File: src/rtl/image_pkg.sv
// Shared types and default geometry for the image loader slice.
package image_pkg;
   localparam int IMAGE_NUM  = 10;
   localparam int IMAGE_SIZE = 6;
   localparam int DATA_WIDTH = 16;
   localparam int TAG_WIDTH  = 8;

   typedef enum logic [1:0] {
      IDLE,
      FETCH,
      DRAIN
   } state_t;

   // One pixel slot as it travels through the skid FIFO.
   typedef struct packed {
      logic [DATA_WIDTH-1:0] data;
      logic [TAG_WIDTH-1:0]  row;
      logic [TAG_WIDTH-1:0]  col;
      logic                  last;
   } pix_t;
endpackage

File: src/rtl/image_loader_if.sv
// ROM read port plus tagged pixel stream between the loader and its neighbours.
interface image_loader_if #(
   parameter int DATA_WIDTH = image_pkg::DATA_WIDTH,
   parameter int ADDR_WIDTH = $clog2(image_pkg::IMAGE_NUM * image_pkg::IMAGE_SIZE * image_pkg::IMAGE_SIZE)
);
   logic                  rom_rd;
   logic [ADDR_WIDTH-1:0] rom_addr;
   logic [DATA_WIDTH-1:0] rom_data;
   logic                  pix_valid;
   logic                  pix_ready;
   logic [DATA_WIDTH-1:0] pix_data;
   logic [7:0]            pix_row;
   logic [7:0]            pix_col;
   logic                  pix_last;

   modport master (
      output rom_rd, rom_addr, pix_valid, pix_data, pix_row, pix_col, pix_last,
      input  rom_data, pix_ready
   );

   modport slave (
      input  rom_rd, rom_addr, pix_valid, pix_data, pix_row, pix_col, pix_last,
      output rom_data, pix_ready
   );
endinterface

File: src/rtl/image_skid_fifo.sv
// Two-entry FIFO of tagged pixels; the head entry drives the stream outputs.
module image_skid_fifo
   import image_pkg::*;
(
   input  logic       clk,
   input  logic       rst,
   input  logic       push,
   input  pix_t       push_data,
   input  logic       pop,
   output pix_t       head,
   output logic [1:0] count
);
   pix_t       mem_q [2];
   pix_t       mem_d [2];
   logic       wr_ptr_q, wr_ptr_d;
   logic       rd_ptr_q, rd_ptr_d;
   logic [1:0] count_q, count_d;

   // Pointer and occupancy update; push and pop in one cycle leave count unchanged.
   always_comb begin
      mem_d    = mem_q;
      wr_ptr_d = wr_ptr_q;
      rd_ptr_d = rd_ptr_q;
      if (push) begin
         mem_d[wr_ptr_q] = push_data;
         wr_ptr_d        = ~wr_ptr_q;
      end
      if (pop) begin
         rd_ptr_d = ~rd_ptr_q;
      end
      count_d = count_q + {1'b0, push} - {1'b0, pop};
   end

   // Storage and pointers; entries clear on reset so the outputs read zero.
   always_ff @(posedge clk or posedge rst) begin
      if (rst) begin
         mem_q[0] <= '0;
         mem_q[1] <= '0;
         wr_ptr_q <= 1'b0;
         rd_ptr_q <= 1'b0;
         count_q  <= 2'd0;
      end else begin
         mem_q    <= mem_d;
         wr_ptr_q <= wr_ptr_d;
         rd_ptr_q <= rd_ptr_d;
         count_q  <= count_d;
      end
   end

   assign head  = mem_q[rd_ptr_q];
   assign count = count_q;
endmodule

File: src/rtl/image_loader.sv
// Streams one image from ROM in raster order as a tagged valid/ready pixel stream.
// Optional IMAGE_LOADER_ZERO_PAD_EN adds a one-pixel zero border around the frame.
module image_loader
   import image_pkg::*;
#(
   parameter int IMAGE_NUM  = image_pkg::IMAGE_NUM,
   parameter int IMAGE_SIZE = image_pkg::IMAGE_SIZE,
   parameter int DATA_WIDTH = image_pkg::DATA_WIDTH,  // pix_t carries the package width
   parameter int ADDR_WIDTH = $clog2(IMAGE_NUM * IMAGE_SIZE * IMAGE_SIZE)
) (
   input  logic           clk,
   input  logic           rst,
   input  logic           start,
   input  logic [3:0]     image_idx,
   output logic           busy,
   output logic           frame_done,
   image_loader_if.master bus
);
`ifdef IMAGE_LOADER_ZERO_PAD_EN
   localparam int LAST_IDX = IMAGE_SIZE + 1;
`else
   localparam int LAST_IDX = IMAGE_SIZE - 1;
`endif
   localparam logic [7:0] LAST_TAG = 8'(LAST_IDX);

   state_t                state_q, state_d;
   logic                  busy_q, busy_d;
   logic                  done_q, done_d;
   logic [ADDR_WIDTH-1:0] base_q, base_d;
   logic [7:0]            row_q, row_d;
   logic [7:0]            col_q, col_d;
   logic                  slot_vld_q, slot_vld_d;
   logic                  slot_border_q, slot_border_d;
   pix_t                  slot_q, slot_d;

   pix_t                  push_data, head;
   logic [1:0]            count, credit;
   logic                  pop, issue, last_slot, border;
   logic [ADDR_WIDTH-1:0] addr;

   // Slot issue: a new slot is allowed only if the FIFO, after this cycle's pop,
   // still has room for it and for the slot already in flight.
   always_comb begin
      pop       = (count != 2'd0) && bus.pix_ready;
      credit    = count - {1'b0, pop} + {1'b0, slot_vld_q};
      issue     = (state_q == FETCH) && (credit < 2'd2);
      last_slot = (row_q == LAST_TAG) && (col_q == LAST_TAG);
`ifdef IMAGE_LOADER_ZERO_PAD_EN
      border = (row_q == 8'd0) || (col_q == 8'd0) || (row_q == LAST_TAG) || (col_q == LAST_TAG);
      addr   = border ? base_q
                      : base_q + ADDR_WIDTH'((row_q - 8'd1) * IMAGE_SIZE) + ADDR_WIDTH'(col_q - 8'd1);
`else
      border = 1'b0;
      addr   = base_q + ADDR_WIDTH'(row_q * IMAGE_SIZE) + ADDR_WIDTH'(col_q);
`endif
   end

   // Frame sequencing: latch the image base, walk row/col, wait for the last handshake.
   always_comb begin
      state_d = state_q;
      busy_d  = busy_q;
      done_d  = 1'b0;
      base_d  = base_q;
      row_d   = row_q;
      col_d   = col_q;
      case (state_q)
         IDLE: begin
            if (start && (int'(image_idx) < IMAGE_NUM)) begin
               state_d = FETCH;
               busy_d  = 1'b1;
               base_d  = ADDR_WIDTH'(int'(image_idx) * IMAGE_SIZE * IMAGE_SIZE);
               row_d   = 8'd0;
               col_d   = 8'd0;
            end
         end
         FETCH: begin
            if (issue) begin
               if (last_slot) state_d = DRAIN;
               if (col_q == LAST_TAG) begin
                  col_d = 8'd0;
                  row_d = row_q + 8'd1;
               end else begin
                  col_d = col_q + 8'd1;
               end
            end
         end
         DRAIN: begin
            if (pop && head.last) begin
               state_d = IDLE;
               busy_d  = 1'b0;
               done_d  = 1'b1;
            end
         end
         default: state_d = IDLE;
      endcase
   end

   // FSM registers and registered status outputs.
   always_ff @(posedge clk or posedge rst) begin
      if (rst) begin
         state_q <= IDLE;
         busy_q  <= 1'b0;
         done_q  <= 1'b0;
         base_q  <= '0;
         row_q   <= 8'd0;
         col_q   <= 8'd0;
      end else begin
         state_q <= state_d;
         busy_q  <= busy_d;
         done_q  <= done_d;
         base_q  <= base_d;
         row_q   <= row_d;
         col_q   <= col_d;
      end
   end

   // Tags for the slot issued this cycle, matched with ROM data one cycle later.
   always_comb begin
      slot_vld_d    = issue;
      slot_border_d = border;
      slot_d        = '{data: '0, row: row_q, col: col_q, last: last_slot};
   end

   // In-flight slot register; reset drops any read whose data is still on its way.
   always_ff @(posedge clk or posedge rst) begin
      if (rst) begin
         slot_vld_q    <= 1'b0;
         slot_border_q <= 1'b0;
         slot_q        <= '0;
      end else begin
         slot_vld_q    <= slot_vld_d;
         slot_border_q <= slot_border_d;
         slot_q        <= slot_d;
      end
   end

   // Border slots enter the FIFO as zeros in the same order as ROM slots.
   always_comb begin
      push_data      = slot_q;
      push_data.data = slot_border_q ? '0 : bus.rom_data;
   end

   image_skid_fifo u_fifo (
      .clk       (clk),
      .rst       (rst),
      .push      (slot_vld_q),
      .push_data (push_data),
      .pop       (pop),
      .head      (head),
      .count     (count)
   );

   assign bus.rom_rd    = issue && !border;
   assign bus.rom_addr  = addr;
   assign bus.pix_valid = (count != 2'd0);
   assign bus.pix_data  = head.data;
   assign bus.pix_row   = head.row;
   assign bus.pix_col   = head.col;
   assign bus.pix_last  = head.last;
   assign busy          = busy_q;
   assign frame_done    = done_q;
endmodule

File: src/flat_wrapper.sv
// flat-port wrapper written by rule: the top's interface ports become plain ports
module image_loader_flat import image_pkg::*;
#(
   parameter int IMAGE_NUM  = image_pkg::IMAGE_NUM,
   parameter int IMAGE_SIZE = image_pkg::IMAGE_SIZE,
   parameter int DATA_WIDTH = image_pkg::DATA_WIDTH,                                    
   parameter int ADDR_WIDTH = $clog2(IMAGE_NUM * IMAGE_SIZE * IMAGE_SIZE)
)
  (clk, rst, start, image_idx, busy, frame_done, bus_rom_rd, bus_rom_addr, bus_pix_valid, bus_pix_data, bus_pix_row, bus_pix_col, bus_pix_last, bus_rom_data, bus_pix_ready);
  image_loader_if #(.DATA_WIDTH(DATA_WIDTH), .ADDR_WIDTH(ADDR_WIDTH)) bus_i ();
  input  logic clk;
  input  logic rst;
  input  logic start;
  input  logic [3:0] image_idx;
  output logic busy;
  output logic frame_done;
  output wire logic [$bits(bus_i.rom_rd)-1:0] bus_rom_rd;
  output wire logic [$bits(bus_i.rom_addr)-1:0] bus_rom_addr;
  output wire logic [$bits(bus_i.pix_valid)-1:0] bus_pix_valid;
  output wire logic [$bits(bus_i.pix_data)-1:0] bus_pix_data;
  output wire logic [$bits(bus_i.pix_row)-1:0] bus_pix_row;
  output wire logic [$bits(bus_i.pix_col)-1:0] bus_pix_col;
  output wire logic [$bits(bus_i.pix_last)-1:0] bus_pix_last;
  input wire logic [$bits(bus_i.rom_data)-1:0] bus_rom_data;
  input wire logic [$bits(bus_i.pix_ready)-1:0] bus_pix_ready;
  assign bus_rom_rd = bus_i.rom_rd;
  assign bus_rom_addr = bus_i.rom_addr;
  assign bus_pix_valid = bus_i.pix_valid;
  assign bus_pix_data = bus_i.pix_data;
  assign bus_pix_row = bus_i.pix_row;
  assign bus_pix_col = bus_i.pix_col;
  assign bus_pix_last = bus_i.pix_last;
  assign bus_i.rom_data = bus_rom_data;
  assign bus_i.pix_ready = bus_pix_ready;
  image_loader #(.IMAGE_NUM(IMAGE_NUM), .IMAGE_SIZE(IMAGE_SIZE), .DATA_WIDTH(DATA_WIDTH), .ADDR_WIDTH(ADDR_WIDTH)) u_core (.clk(clk), .rst(rst), .start(start), .image_idx(image_idx), .busy(busy), .frame_done(frame_done), .bus(bus_i));
endmodule
File: config.mk
export PLATFORM = sky130hd
export DESIGN_NAME = image_loader_flat
export DESIGN_NICKNAME = d
export VERILOG_FILES = /design/src/rtl/image_pkg.sv /design/src/rtl/image_loader_if.sv /design/src/rtl/image_skid_fifo.sv /design/src/rtl/image_loader.sv /design/src/flat_wrapper.sv
export SDC_FILE = /design/constraint.sdc
export NUM_CORES = 1
export LEC_CHECK = 0
export ABC_CLOCK_PERIOD_IN_PS = 4400
export BUFFER_PORTS_ARGS = -buffer_cell sky130_fd_sc_hd__buf_2
export CORE_MARGIN = 1.5
export CORE_UTILIZATION = 58
export CTS_CLUSTER_SIZE = 40
export DETAILED_ROUTE_END_ITERATION = 16
export PLACE_DENSITY = 0.82
export SETUP_SLACK_MARGIN = 0.4
export SKIP_LAST_GASP = 1
export SYNTH_ARGS = -nofsm -noshare
export SYNTH_HDL_FRONTEND = slang
export SYNTH_SLANG_ARGS = --single-unit
File: constraint.sdc
create_clock -name clk -period 4.4 [get_ports clk]
set_input_delay 0.22 -clock clk [delete_from_list [all_inputs] [get_ports clk]]
set_output_delay 0.22 -clock clk [all_outputs]
set_load 0.01 [all_outputs]
==> run summary <==
SYNTHESIS
------------------------------------------------------------------------------------------------------
Synth warn                                                                                           0
Number of flip-flops and latches in the synthesized netlist                                        115
Number of flops mapped to enable cells by yosys                                                      0
Synth Instances                                                                                    475
Fraction of the yosys area taken by sequential cells                                            0.4925
Async set-or-reset flop fraction in the synthesized netlist                                      1.000
Prevailing post-synth register cell                                                       sky130_fd_sc_hd__dfrtp_1
Post-synth design cell area                                                                   5843 µm²
Number of distinct standard cells referenced by the synthesized netlist                             40
Mapped Nets                                                                                        544
Syn Area/Cell                                                                                12.30 µm²

CELLS AND AREA
------------------------------------------------------------------------------------------------------
Share of cells above drive strength 1                                                           0.3829
Nets                                                                                               642
Leading cell types in the layout, fill and taps excluded                                  sky130_fd_sc_hd__dfrtp_1 (113), sky130_fd_sc_hd__mux2_2 (100), sky130_fd_sc_hd__buf_2 (69)
Number of filler instances in the final layout                                                     649
Number of diodes                                                                                     0
Leading cell type in the layout, fill and taps excluded                                   sky130_fd_sc_hd__dfrtp_1
Cell area after layout                                                                        7163 µm²
Post-synthesis to final-layout area growth                                                      22.59%

TIMING
------------------------------------------------------------------------------------------------------
Slew Limit Fails                                                                                     0
Accumulated negative setup slack                                                                  0 ns
Hold Vio Cnt, Final                                                                                  0
Post-layout min period                                                                        3.847 ns
Final clock period utilization by the worst path                                                0.8744
Fmax                                                                                        0.2599 GHz
Final setup violation count                                                                          0
Final Skew                                                                                 0.009998 ns
RSZ-0062 raised after global routing                                                             false
Slew HR                                                                                         0.4420
Transition time at the pin with the least slew margin                                        0.8370 ns

FLOORPLANNING
------------------------------------------------------------------------------------------------------
Area of the core                                                                              9774 µm²
Full die area                                                                                10690 µm²
Overall die height                                                                            103.4 µm
Effective utilization at floorplan                                                              0.5978
Std cell rows                                                                                       36
Number of ports placed on the die boundary                                                          70
Width of the chip                                                                             103.4 µm

ROUTING
------------------------------------------------------------------------------------------------------
Iteration-0 DRC count of the detailed router                                                       144
Number of nets with antenna violations after routing                                                 0
Total via count after detailed routing                                                            3851
Detail-routed net length per standard cell                                                    16.88 µm
Post-detailed-route DRC marker count                                                                 0
Via count normalized by instance count                                                           5.364
Total wire length after detailed routing                                                      12.12 mm
DRT Pass-1 Iters                                                                                     4

RUN
------------------------------------------------------------------------------------------------------
Max capacitance violation total                                                                      0

GLOBAL ROUTING
------------------------------------------------------------------------------------------------------
Gr busiest metal                                                                                  met2
Vias in the first global route                                                                    4032
Maximum number of pins on one net before global-route repair                                        71
Initial antenna violation count                                                                      0
Wire length of the first global-routing pass                                                  19.09 mm
Total global routing overflow                                                                        0
Met2 Resource Use GR                                                                            0.4188
GR met1 Demand/Resource                                                                         0.2843
Met3 Resource Use GR                                                                           0.04906
Global-route usage over all layers                                                              0.2388

CTS
------------------------------------------------------------------------------------------------------
Clock tree from TritonCTS                                                                         done
Depth of the CTS H-tree                                                                              4
Clock latency at the later pin of the worst-skew pair                                          0.51 ns
Total number of clock tree sinks                                                                   115
Number of CTS-inserted buffers                                                                      17
CTS root buf                                                                              sky130_fd_sc_hd__clkbuf_8
Maximum clock path buffer count                                                                      2
Clock transition at the register clock pins on the worst setup and hold paths after CTS        0.06 ns

CRITICAL PATH
------------------------------------------------------------------------------------------------------
Data required time of the critical path                                                        4.18 ns
Register-to-register path setup slack                                                          1.28 ns
Source of the worst register-to-register timing path                                      u_core.u_fifo.count[1]$_DFF_PP0_
Worst Path Class, Setup                                                                     reg -> out
Element type at the critical path end                                                       output pin
Critical Path Start Type                                                                     flip-flop
Worst flop-to-flop path endpoint                                                          u_core.row_q[1]$_DFFE_PP0P_
Reg2Reg Depth                                                                                       12
Critical path data arrival time                                                                3.63 ns
Max FO, Critical Path                                                                                5

PWR
------------------------------------------------------------------------------------------------------
Leakage power figure                                                                          3.492 nW
Post-layout total power                                                                       5.945 mW
Pwr per Cell Area                                                                         829.9 nW/µm²
Worst vdd ir                                                                                 0.5692 mV

PLACED DESIGN
------------------------------------------------------------------------------------------------------
Placed wire-length estimate after detailed placement                                          7.894 mm
Number of input and output port buffers inserted                                                    69
Placed cell areas                                                                             6322 µm²
Routability-driven placement congestion ratio                                                   0.8958

MIN PATH
------------------------------------------------------------------------------------------------------
Hold EP                                                                                   u_core.u_fifo.rd_ptr_q$_DFFE_PP0P_
Number of cells traversed by the worst hold path                                                     3
Hold Startpoint                                                                           bus_pix_ready
Class of the worst hold path                                                                 in -> reg

RUN STATUS
------------------------------------------------------------------------------------------------------
Outcome                                                                                   finished, final reports clean

==> cells by family (layout without fill, tap and decap cells) <==
logic type / after synthesis / count (layout) / synth area share
AOI/OAI and AO/OA: 52 / 52 / 0.05803
DFF: 115 / 115 / 0.4925
muxes: 101 / 101 / 0.1944
and+or+nand+nor: 61 / 61 / 0.05140
xor gates and xnor gates: 29 / 29 / 0.04625
adders and majority gates: 45 / 45 / 0.1092
buffers and inverters: 72 / 182 / 0.04818
==> registers in the layout (all words and copies together) (netlist names) <==
signal	count
u_core.u_fifo.wr_ptr_q	1
u_core.row_q	8
u_core.busy	1
u_core.state_q	2
u_core.push_data	17
u_core.frame_done	1
u_core.u_fifo.mem_q	66
u_core.u_fifo.count	2
u_core.base_q	7
u_core.col_q	8
u_core.u_fifo.rd_ptr_q	1
u_core.slot_vld_q	1
==> what timing repair did <==
| item | CTS | global route |
|---|---|---|
| setup endpoints to repair | 1 | 2 |
| gates resized for setup | 1 | 9 |
| endpoints found under the hold margin | 102 | 0 |
| hold buffers | 18 | 0 |
| pin swaps | 0 | 6 |
| gates cloned | 0 | 0 |
| setup buffers | 0 | 3 |
==> worst max-delay path by stage <==
stage,from,endpoint
after floorplan,rst,u_core.base_q[2]$_DFFE_PP0P_
after global placement,u_core.row_q[0]$_DFFE_PP0P_,bus_rom_addr[8]
after detailed placement,u_core.row_q[0]$_DFFE_PP0P_,bus_rom_addr[8]
after CTS,u_core.row_q[0]$_DFFE_PP0P_,bus_rom_addr[8]
after global routing,u_core.row_q[1]$_DFFE_PP0P_,bus_rom_addr[8]
final,u_core.row_q[1]$_DFFE_PP0P_,bus_rom_addr[8]
==> worst max-delay path, cell delays in order, from the launching register on <==
cell and delay (ns):
sky130_fd_sc_hd__dfrtp_2 0.44, sky130_fd_sc_hd__buf_4 0.15, sky130_fd_sc_hd__ha_1 0.29, sky130_fd_sc_hd__a21oi_2 0.14
sky130_fd_sc_hd__o21bai_1 0.12, sky130_fd_sc_hd__a21o_1 0.22, sky130_fd_sc_hd__a21oi_2 0.16, sky130_fd_sc_hd__xor2_1 0.22
sky130_fd_sc_hd__fa_1 0.42, sky130_fd_sc_hd__inv_1 0.11, sky130_fd_sc_hd__ha_4 0.21, sky130_fd_sc_hd__nor2_1 0.14
sky130_fd_sc_hd__a21oi_2 0.05, sky130_fd_sc_hd__xnor2_1 0.17, sky130_fd_sc_hd__xnor2_1 0.14, sky130_fd_sc_hd__buf_2 0.15
==> report_power, final <==
| part | internal, mW | switching (mW) | leakage (nW) |
|---|---|---|---|
| clock | 0.901 | 0.468 | 0.287 |
| combinational | 1.37 | 1.46 | 1.75 |
| sequential | 1.45 | 0.291 | 1.46 |
| total | 3.72 | 2.22 | 3.49 |
==> per-stage QoR <==
step / setup slack [ns] / hold WS (ns) / utilization / instances
floorplan: 1.136 / 0.3368 / - / 475
global placement: 1.027 / 0.4284 / 0.6468 / 666
detailed placement: 0.9235 / 0.4381 / 0.6468 / 666
CTS: 0.4281 / 0.07497 / 0.7259 / 715
global route: 0.3148 / 0.08806 / 0.7328 / 718
finish: 0.5528 / 0.08567 / 0.7328 / 718
==> per-layer routing <==
| metal | part of all wire | vias to the layer above |
|---|---|---|
| met5 | 0 | - |
| met4 | 0.018 | 0 |
| met3 | 0.037 | 22 |
| met2 | 0.52 | 99 |
| met1 | 0.42 | 1937 |
| li1 | - | 1793 |
==> cell usage after synthesis, types with 2 or more instances <==
library cell / number / share of area
sky130_fd_sc_hd__inv_1: 57 / 0.037
sky130_fd_sc_hd__fa_1: 10 / 0.034
sky130_fd_sc_hd__nor4b_1: 2 / 0.0030
sky130_fd_sc_hd__or3_1: 3 / 0.0032
sky130_fd_sc_hd__clkbuf_1: 7 / 0.0045
sky130_fd_sc_hd__o21ai_0: 17 / 0.015
sky130_fd_sc_hd__o21bai_1: 4 / 0.0051
sky130_fd_sc_hd__xnor2_1: 20 / 0.030
sky130_fd_sc_hd__nand4_1: 2 / 0.0021
sky130_fd_sc_hd__nor2_2: 2 / 0.0021
sky130_fd_sc_hd__buf_1: 6 / 0.0039
sky130_fd_sc_hd__ha_1: 35 / 0.075
sky130_fd_sc_hd__nand2_1: 20 / 0.013
sky130_fd_sc_hd__and2_1: 3 / 0.0032
sky130_fd_sc_hd__nor2_1: 17 / 0.011
sky130_fd_sc_hd__xor2_1: 8 / 0.012
sky130_fd_sc_hd__dfrtp_1: 115 / 0.49
sky130_fd_sc_hd__mux2_2: 100 / 0.19
sky130_fd_sc_hd__a21oi_1: 14 / 0.012
sky130_fd_sc_hd__nand3_1: 4 / 0.0034
sky130_fd_sc_hd__a211oi_1: 6 / 0.0077
sky130_fd_sc_hd__a21o_1: 5 / 0.0064
==> area by class of cell <==
type	instances	area (µm²)	share of cell area
flip-flops and latches	115	2880	0.4021
multi-input cells	288	2730	0.3811
repair buffers	94	578.1	0.08070
clock buffers	22	462.9	0.06463
inverters	57	216.5	0.03022
well taps	133	166.4	0.02323
clock inverters	9	128.9	0.01799
(Power assumes the default switching activity.)
